File: src/rtl/adc_ltc2308_seq.sv
// rtl/adc_ltc2308_seq.sv - LTC2308 SPI ADC round-robin channel sequencer
//
// Purpose: scans a runtime channel mask round-robin, runs one CONVST/SPI
// frame per conversion and presents each result tagged with its channel as
// a one-clock RESULT_VALID pulse. The LTC2308 returns the result of the
// previous frame's config word, so the first frame after a start is only
// used to prime the converter.
//
// Optional build macro: ADC_AVG4_EN - each channel is converted on 4
// consecutive frames and one pulse carries the 4-sample average.
//
// Ports:
//   CLK          in   system clock (50 MHz)
//   RESET_N      in   asynchronous active-low reset
//   EN           in   1 = scan continuously, 0 = stop after current frame
//   CH_MASK      in   [7:0] channels to scan, bit n = channel n
//   ADC_CONVST   out  conversion start
//   ADC_SCK      out  SPI clock, idles low
//   ADC_SDI      out  6-bit config word, MSB first
//   ADC_SDO      in   serial result from ADC
//   RESULT_VALID out  one-clock result pulse
//   RESULT_CH    out  [2:0] channel of RESULT_DATA
//   RESULT_DATA  out  [11:0] conversion result
//   BUSY         out  high whenever the sequencer is not idle

module adc_ltc2308_seq #(
    parameter int CLK_DIV     = 2,
    parameter int CONV_CYCLES = 80,
    parameter int ACQ_CYCLES  = 20
) (
    input  logic        CLK,
    input  logic        RESET_N,
    input  logic        EN,
    input  logic [7:0]  CH_MASK,
    output logic        ADC_CONVST,
    output logic        ADC_SCK,
    output logic        ADC_SDI,
    input  logic        ADC_SDO,
    output logic        RESULT_VALID,
    output logic [2:0]  RESULT_CH,
    output logic [11:0] RESULT_DATA,
    output logic        BUSY
);

    typedef enum logic [1:0] {
        S_IDLE  = 2'd0,
        S_CONV  = 2'd1,
        S_SHIFT = 2'd2,
        S_ACQ   = 2'd3
    } state_t;

    state_t      state_q, state_d;
    logic [15:0] cnt_q, cnt_d;
    logic [3:0]  bit_q, bit_d;
    logic        sck_q, sck_d;
    logic        convst_q, convst_d;
    logic [5:0]  cfg_sr_q, cfg_sr_d;
    logic [11:0] sh_q, sh_d;
    logic [2:0]  ch_q, ch_d;
    logic [2:0]  prev_ch_q, prev_ch_d;
    logic        prime_q, prime_d;
    logic        valid_q, valid_d;
    logic [2:0]  res_ch_q, res_ch_d;
    logic [11:0] res_data_q, res_data_d;
    logic        busy_q, busy_d;
`ifdef ADC_AVG4_EN
    logic [13:0] acc_q, acc_d;
    logic [13:0] sum;
    logic [1:0]  rcnt_q, rcnt_d;
    logic [1:0]  rep_q, rep_d;
`endif

    // Next set bit of mask strictly after cur, wrapping 7->0. Offset 8
    // wraps back onto cur itself, so a lone set bit repeats. Called with
    // cur = 7 it yields the lowest set bit.
    function automatic logic [2:0] next_ch(input logic [7:0] mask, input logic [2:0] cur);
        logic [2:0] res;
        logic [2:0] c;
        res = cur;
        for (int i = 8; i >= 1; i--) begin
            c = cur + 3'(i);
            if (mask[c]) res = c;
        end
        return res;
    endfunction

    // {single-ended, odd/sign = ch[0], sel1 = ch[2], sel0 = ch[1], unipolar, no sleep}
    function automatic logic [5:0] cfg_word(input logic [2:0] ch);
        return {1'b1, ch[0], ch[2], ch[1], 1'b1, 1'b0};
    endfunction

    always_comb begin
        state_d    = state_q;
        cnt_d      = cnt_q;
        bit_d      = bit_q;
        sck_d      = sck_q;
        convst_d   = convst_q;
        cfg_sr_d   = cfg_sr_q;
        sh_d       = sh_q;
        ch_d       = ch_q;
        prev_ch_d  = prev_ch_q;
        prime_d    = prime_q;
        valid_d    = 1'b0;
        res_ch_d   = res_ch_q;
        res_data_d = res_data_q;
`ifdef ADC_AVG4_EN
        acc_d      = acc_q;
        rcnt_d     = rcnt_q;
        rep_d      = rep_q;
        sum        = acc_q + {2'b00, sh_q};
`endif

        case (state_q)
            S_IDLE: begin
                if (EN && (CH_MASK != 8'h00)) begin
                    ch_d     = next_ch(CH_MASK, 3'd7);
                    prime_d  = 1'b0;
                    convst_d = 1'b1;
                    cnt_d    = '0;
                    state_d  = S_CONV;
`ifdef ADC_AVG4_EN
                    acc_d    = '0;
                    rcnt_d   = '0;
                    rep_d    = '0;
`endif
                end
            end

            S_CONV: begin
                if (cnt_q == 16'(CONV_CYCLES - 1)) begin
                    convst_d = 1'b0;
                    cnt_d    = '0;
                    bit_d    = '0;
                    sck_d    = 1'b0;
                    // SDI shows config bit 5 from the first SHIFT clock.
                    cfg_sr_d = cfg_word(ch_q);
                    state_d  = S_SHIFT;
                end else begin
                    cnt_d = cnt_q + 16'd1;
                end
            end

            S_SHIFT: begin
                if (cnt_q == 16'(CLK_DIV - 1)) begin
                    cnt_d = '0;
                    if (!sck_q) begin
                        // Rising SCK: capture SDO, first sample ends up in bit 11.
                        sck_d = 1'b1;
                        sh_d  = {sh_q[10:0], ADC_SDO};
                    end else begin
                        sck_d = 1'b0;
                        // Zero fill makes SDI 0 for bits 6..11 and after the frame.
                        cfg_sr_d = {cfg_sr_q[4:0], 1'b0};
                        if (bit_q == 4'd11) begin
                            state_d = S_ACQ;
                            prime_d = 1'b1;
                            if (prime_q) begin
`ifdef ADC_AVG4_EN
                                if (rcnt_q == 2'd3) begin
                                    valid_d    = 1'b1;
                                    res_ch_d   = prev_ch_q;
                                    res_data_d = sum[13:2];
                                    acc_d      = '0;
                                    rcnt_d     = '0;
                                end else begin
                                    acc_d  = sum;
                                    rcnt_d = rcnt_q + 2'd1;
                                end
`else
                                valid_d    = 1'b1;
                                res_ch_d   = prev_ch_q;
                                res_data_d = sh_q;
`endif
                            end
                        end else begin
                            bit_d = bit_q + 4'd1;
                        end
                    end
                end else begin
                    cnt_d = cnt_q + 16'd1;
                end
            end

            S_ACQ: begin
                if (cnt_q == 16'(ACQ_CYCLES - 1)) begin
                    cnt_d = '0;
                    if (!EN || (CH_MASK == 8'h00)) begin
                        state_d = S_IDLE;
                    end else begin
                        prev_ch_d = ch_q;
`ifdef ADC_AVG4_EN
                        if (rep_q == 2'd3) begin
                            rep_d = '0;
                            ch_d  = next_ch(CH_MASK, ch_q);
                        end else begin
                            rep_d = rep_q + 2'd1;
                        end
`else
                        ch_d = next_ch(CH_MASK, ch_q);
`endif
                        convst_d = 1'b1;
                        state_d  = S_CONV;
                    end
                end else begin
                    cnt_d = cnt_q + 16'd1;
                end
            end

            default: state_d = S_IDLE;
        endcase

        busy_d = (state_d != S_IDLE);
    end

    always_ff @(posedge CLK or negedge RESET_N) begin
        if (!RESET_N) begin
            state_q    <= S_IDLE;
            cnt_q      <= '0;
            bit_q      <= '0;
            sck_q      <= 1'b0;
            convst_q   <= 1'b0;
            cfg_sr_q   <= '0;
            sh_q       <= '0;
            ch_q       <= '0;
            prev_ch_q  <= '0;
            prime_q    <= 1'b0;
            valid_q    <= 1'b0;
            res_ch_q   <= '0;
            res_data_q <= '0;
            busy_q     <= 1'b0;
`ifdef ADC_AVG4_EN
            acc_q      <= '0;
            rcnt_q     <= '0;
            rep_q      <= '0;
`endif
        end else begin
            state_q    <= state_d;
            cnt_q      <= cnt_d;
            bit_q      <= bit_d;
            sck_q      <= sck_d;
            convst_q   <= convst_d;
            cfg_sr_q   <= cfg_sr_d;
            sh_q       <= sh_d;
            ch_q       <= ch_d;
            prev_ch_q  <= prev_ch_d;
            prime_q    <= prime_d;
            valid_q    <= valid_d;
            res_ch_q   <= res_ch_d;
            res_data_q <= res_data_d;
            busy_q     <= busy_d;
`ifdef ADC_AVG4_EN
            acc_q      <= acc_d;
            rcnt_q     <= rcnt_d;
            rep_q      <= rep_d;
`endif
        end
    end

    assign ADC_CONVST   = convst_q;
    assign ADC_SCK      = sck_q;
    assign ADC_SDI      = cfg_sr_q[5];
    assign RESULT_VALID = valid_q;
    assign RESULT_CH    = res_ch_q;
    assign RESULT_DATA  = res_data_q;
    assign BUSY         = busy_q;

endmodule

File: config.mk
export PLATFORM = sky130hd
export DESIGN_NAME = adc_ltc2308_seq
export DESIGN_NICKNAME = d
export VERILOG_FILES = /design/src/rtl/adc_ltc2308_seq.sv
export SDC_FILE = /design/constraint.sdc
export NUM_CORES = 1
export LEC_CHECK = 0
export ABC_AREA = 1
export CORE_ASPECT_RATIO = 0.7
export CORE_MARGIN = 8
export CORE_UTILIZATION = 50
export DETAILED_ROUTE_END_ITERATION = 8
export HOLD_SLACK_MARGIN = 0.15
export PLACE_DENSITY = 0.7
export SLEW_MARGIN = 10
export SYNTH_ARGS = -nofsm -noshare
export SYNTH_HDL_FRONTEND = slang
export SYNTH_SLANG_ARGS = --single-unit
File: constraint.sdc
create_clock -name CLK -period 3.76 [get_ports CLK]
set_input_delay 0.564 -clock CLK [delete_from_list [all_inputs] [get_ports CLK]]
set_output_delay 0.564 -clock CLK [all_outputs]
set_load 0.02 [all_outputs]
=== After elaboration in Yosys (flattened, before gate mapping) ===
Cells that the tools add are included.

* Reductions and logical operators: 20
* Magnitude comparators: 7
* Multiplexer cells: 72
* Add/sub/neg operators: 9
* Equal/unequal tests: 16
* Bitwise gates (word level): 2

{| class="wikitable"
|+ Operators by type and width
! cell !! number
|-
| two-way mux 16 bit || 4
|-
| case mux 16 bit (4 select lines) || 1
|-
| two-way mux 3 bit || 16
|-
| less-than comparator 3 x 4 -> 1 bit (second input constant) || 7
|-
| AND reduction 5 bit || 5
|-
| two-way mux 1 bit || 24
|-
| binary-select mux 1 bit (select 3 bit) || 7
|-
| two-way mux 6 bit || 3
|-
| adder 16 x 1 -> 16 bit (second input constant) || 1
|-
| == test 16 x 1 -> 1 bit (second input constant) || 1
|-
| == test 16 x 5 -> 1 bit (second input constant) || 1
|-
| == test 16 x 7 -> 1 bit (second input constant) || 1
|-
| two-way mux 4 bit || 4
|-
| != test 2 bit (second input constant) || 8
|-
| adder 3 bit (second input constant) || 4
|-
| two-way mux 2 bit || 6
|-
| case mux 6 bit (2 select lines) || 1
|-
| AND reduction 3 bit || 3
|-
| logical NOT 8 bit || 1
|-
| != test 8 bit (second input constant) || 1
|-
| case mux 2 bit (4 select lines) || 1
|-
| case mux 4 bit (2 select lines) || 1
|-
| nonzero test 2 bit || 4
|-
| nonzero test 8 bit || 1
|-
| 16 further kinds || 20
|}

* Register bits after elaboration: 66
* Output and inout port bits: 20
* Word-level logic and storage cells: 140
* Bits of input ports: 12

=== Longest topological paths before layout ===
* Depth after elaboration: 13
* Mapped depth: 15
* Gate-level depth less buffers: 14

=== Least setup slack after synthesis ===
No wires, ideal clock.

* Kind: register to register
* Start: register ch_q[1]
* End: register ch_q[2]
* Stages on the path, launching flop included: 16
* Arrival: 1.787 ns
* Library setup time: 0.116 ns
* Period minus slack after synthesis: 1.903 ns
* Path buffers: 1
* Data required time: 3.644 ns
* Path slack: 1.857 ns
* Cells stage by stage: dfrtp_1 -> buf_4 -> inv_2 -> ha_1 -> inv_2 -> nand3_1 -> nand3_2 -> nand2_2 -> inv_2 -> nand2_1 -> nor2_1 -> nand2_2 -> nand3b_1 -> a21oi_1 -> nand2_1 -> nand2_1

* Longest elaborated chain between the ends: 12
* Elaborated cells on any way between the ends: 33
* Classes of those cells: add/sub: 7; eq/ne: 1; mux: 24; reduce/logical: 1

{| class="wikitable"
|+ RTL lines
! what !! line !! text
|-
| from (decl) || 59 || <nowiki>logic [2:0] ch_q, ch_d;</nowiki>
|-
| from (signal assigned) || 244 || <nowiki>ch_q <= ch_d;</nowiki>
|-
| adder 3 bit || 81 || <nowiki>c = cur + 3'(i);</nowiki>
|-
| binary-select mux 1 bit (select 3 bit) || 82 || <nowiki>if (mask[c]) res = c;</nowiki>
|-
| two-way mux 1 bit (implied by the code) || 82 ||
|-
| two-way mux 3 bit (6 in a row) || 82 ||
|-
| two-way mux 3 bit || 187 || <nowiki>if (!EN || (CH_MASK == 8'h00)) begin</nowiki>
|-
| two-way mux 3 bit || 185 || <nowiki>if (cnt_q == 16'(ACQ_CYCLES - 1)) begin</nowiki>
|-
| case mux 3 bit (2 select lines) || 113 || <nowiki>case (state_q)</nowiki>
|}

Several ways; a longest one is shown, not always the timed one. The select of a mux whose other input is x is not followed.
A chain may end at the register's enable or synchronous reset.

=== Worst setup path after layout ===
* Start: register state_q[0]
* End: register res_data_q[1], in the netlist RESULT_DATA[1]

* Longest elaborated chain between the ends: 2

{| class="wikitable"
|+ RTL lines
! what !! line !! text
|-
| from (decl) || 52 || <nowiki>state_t state_q, state_d;</nowiki>
|-
| from (signal assigned) || 237 || <nowiki>state_q <= state_d;</nowiki>
|-
| == test 2 bit || 113 ||
|-
| AND reduction 5 bit (no line) || - ||
|-
| to (signal assigned) || 249 || <nowiki>res_data_q <= res_data_d;</nowiki>
|-
| to (decl) || 64 || <nowiki>logic [11:0] res_data_q, res_data_d;</nowiki>
|}

No other way between the ends.

==> flow_metrics.env <==
export IMPL_period_minus_slack_ps=2610
export IMPL_clk_path_buf_depth=2
export IMPL_finalHoldViolations=0
export IMPL_cts_buffers=9
export IMPL_ys_seq_area_frac=0.425
export IMPL_ys_flop_type="dfrtp_1"
export IMPL_synthMuxAreaShare=0
export IMPL_p_per_area_nw_per_um2=335
export IMPL_crit_path_end_kind="register"
export IMPL_synth_xor_area_frac=0.0271
export IMPL_regArea_um2=1630
export IMPL_synth_simple_area_share=0.314
export IMPL_synth_cell_types=39
export IMPL_layout_commonest_cell="nand2_1"
export IMPL_drt_iter0_drc=350
export IMPL_dp_slack_ps=1160
export IMPL_die_area_um2=10800
export IMPL_hold_buffers=0
export IMPL_total_power_mw=1.49
export IMPL_fmaxAchievable_mhz=383
export IMPL_dp_cells=624
export IMPL_p_leak_nw=2.05
export IMPL_multi_input_area_um2=1860
export IMPL_synth_seq_cells=65
export IMPL_grt_max_degree=49
export IMPL_fin_ws_ps=1150
export IMPL_nNetsFinal=558
export IMPL_routed_wl_mm=8.88
export IMPL_synthAdderAreaFrac=0.0294
export IMPL_clk_latency_ps=330
export IMPL_die_x_um=121
export IMPL_synth_top_cell_by_area="dfrtp_1"
export IMPL_synth_top_family_by_area="simple AND/OR/NAND/NOR gates"
export IMPL_maxCapViolCount=0
export IMPL_syn_nets=527
export IMPL_synthCells=506
export IMPL_crit_type="register to register"
export IMPL_finalSetupViolCount=0
export IMPL_synthesis_area_um2=3830
export IMPL_io_pin_count=32
export IMPL_synth_compound_area_frac=0.115
export IMPL_worst_pin_slew_ps=771
export IMPL_viasPerCell=5.35
export IMPL_skew_ps=8.19
export IMPL_cts_tree="yes"
export IMPL_htree_levels=3
export IMPL_wire_per_inst_um=13.9
export IMPL_ys_warn_count=0
export IMPL_status="finished clean"
export IMPL_cts_resized=0
export IMPL_final_cells=640
export IMPL_initial_utilization=0.520
export IMPL_period_share=0.695
export IMPL_stdcell_area_um2=4440
export IMPL_dp_hpwl_mm=6.71
export IMPL_rsz0062_at_grt="no"
export IMPL_synth_edf_count=0
export IMPL_grt_pass1_vias=3037
export IMPL_fp_dieH_um=89.2
export IMPL_grt_pass1_wl_mm=15.0
export IMPL_syn_avg_cell_area_um2=7.56
export IMPL_clk_pin_slew_ps=70
export IMPL_postPlaceCellArea_um2=4190
export IMPL_mostFrequentLayoutCells="nand2_1 (126), dfrtp_1 (65), inv_1 (59), nand3_1 (52), o21ai_0 (45)"
export IMPL_rows=26
export IMPL_antenna_found_initial=0
export IMPL_synth_area_leaders="dfrtp_1 (43%), nand2_1 (12%), nand3_1 (6.8%)"
export IMPL_final_layout_size_suffix_gt1_frac=0.109
export IMPL_irDropWorstVdd_v=0.000190
export IMPL_async_flop_share=1.00
export IMPL_finalMaxSlewViolations=0
export IMPL_drc_errors=0
export IMPL_core_um2=7350
export IMPL_track_usage=0.175
export IMPL_fin_tns_setup_ps=0
export IMPL_gp_congestion=0.924
export IMPL_antennaDiodeCount=0
export IMPL_yosys_area_top_type_share=0.425
export IMPL_num_fill_cells=689
export IMPL_slew_headroom=0.485
export IMPL_numPortBuffers=31
export IMPL_worstPathMaxFanout=30
export IMPL_ctsRootBufferMaster="clkbuf_8"
export IMPL_final_util=0.603
export IMPL_drtPass1Iterations=5
export IMPL_arrival_ps=2840
export IMPL_num_vias=3421
export IMPL_syn2layout_area_growth_pct=16.0
export IMPL_post_cts_buffers=0
export IMPL_clock_sinks=65
export IMPL_hold_ws_ps=153
export IMPL_worst_setup_path_start_kind="register"
export IMPL_crit_required_ps=3990
export IMPL_ant_nets=0
export IMPL_gr_total_overflow=0
export IMPL_holdCritPathClass="input pin to async pin"
-- cell usage after synthesis (2+ instances only) --
cell type  count
clkbuf_1       7
inv_1         59
nor3_1         4
o22ai_1        7
nand3_1       52
a21oi_1       15
xor2_1         8
nand4_1        7
nand3_2        2
dfrtp_1       65
inv_2         12
xnor2_1        2
ha_1           9
nor2_1        37
o21ai_0       45
buf_6          2
nor2_4         4
nand2_2        8
o21ai_1       11
nand2_4        2
nor3_2         3
buf_4          2
nand2_1      126
nand4_2        2
-- logic make-up after synthesis --
family,count (synthesis)
buf+inv,84
compound gates,83
simple gates,254
flops,65
fa+ha+maj,9
xor+xnor,11
-- cell type report --
type                       count  share of cell area
multi-input combinational    357               0.419
sequential                    65               0.367
timing repair buffer          32              0.0705
inverter                      72              0.0609
clock buffer                  10              0.0288
tap                           98              0.0276
clock inverter                 6              0.0262
-- critical path, stage by stage (launching register included) --
cell     delay (ps)
dfrtp_1         430
inv_1           100
ha_1            440
nand4_1         270
nor2_1          140
inv_1            70
nor2_1          200
nand2_1         500
o21ai_0         370
-- path summary, 6_finish.rpt --
check / start / to / slack [ps] / cells past startpoint
worst min-delay path: RESET_N / cnt_q[5]$_DFFE_PN0P_ / 150 / 1
worst min register to register: RESULT_DATA[3]$_DFFE_PN0P_ / RESULT_DATA[3]$_DFFE_PN0P_ / 490 / 2
worst max register to register: state_q[0]$_DFF_PN0_ / RESULT_DATA[1]$_DFFE_PN0P_ / 1150 / 8
max in group asynchronous: RESET_N / ch_q[2]$_DFFE_PN0P_ / 2670 / 2
worst max-delay path: state_q[0]$_DFF_PN0_ / RESULT_DATA[1]$_DFFE_PN0P_ / 1150 / 8
min in group CLK: RESULT_DATA[3]$_DFFE_PN0P_ / RESULT_DATA[3]$_DFFE_PN0P_ / 490 / 2
-- power breakdown --
part	internal, mW	total [mW]	switching, mW
registers	0.701	0.701	0.000610
clock network	0.444	0.718	0.273
logic	0.0226	0.0671	0.0445
total	1.17	1.49	0.319
-- layer usage --
layer	track usage	vias up	share of wire	routed length, µm
met3	0.0517	11	0.086	764
met2	0.236	121	0.39	3420
met4	0.0395	0	0.0083	74
li1	-	1706	-	-
met1	0.262	1583	0.52	4610
met5	0	-	0	0
-- state kept, by name, indices dropped and copies added, names as in the netlist --
name and count:
cnt_q 16, RESULT_DATA 12, sh_q 12, cfg_sr_q 5, bit_q 4, RESULT_CH 3, ch_q 3, prev_ch_q 3
state_q 2, ADC_CONVST 1, ADC_SCK 1, BUSY 1, RESULT_VALID 1, prime_q 1
Note: power is estimated with default switching activity, not from simulation.
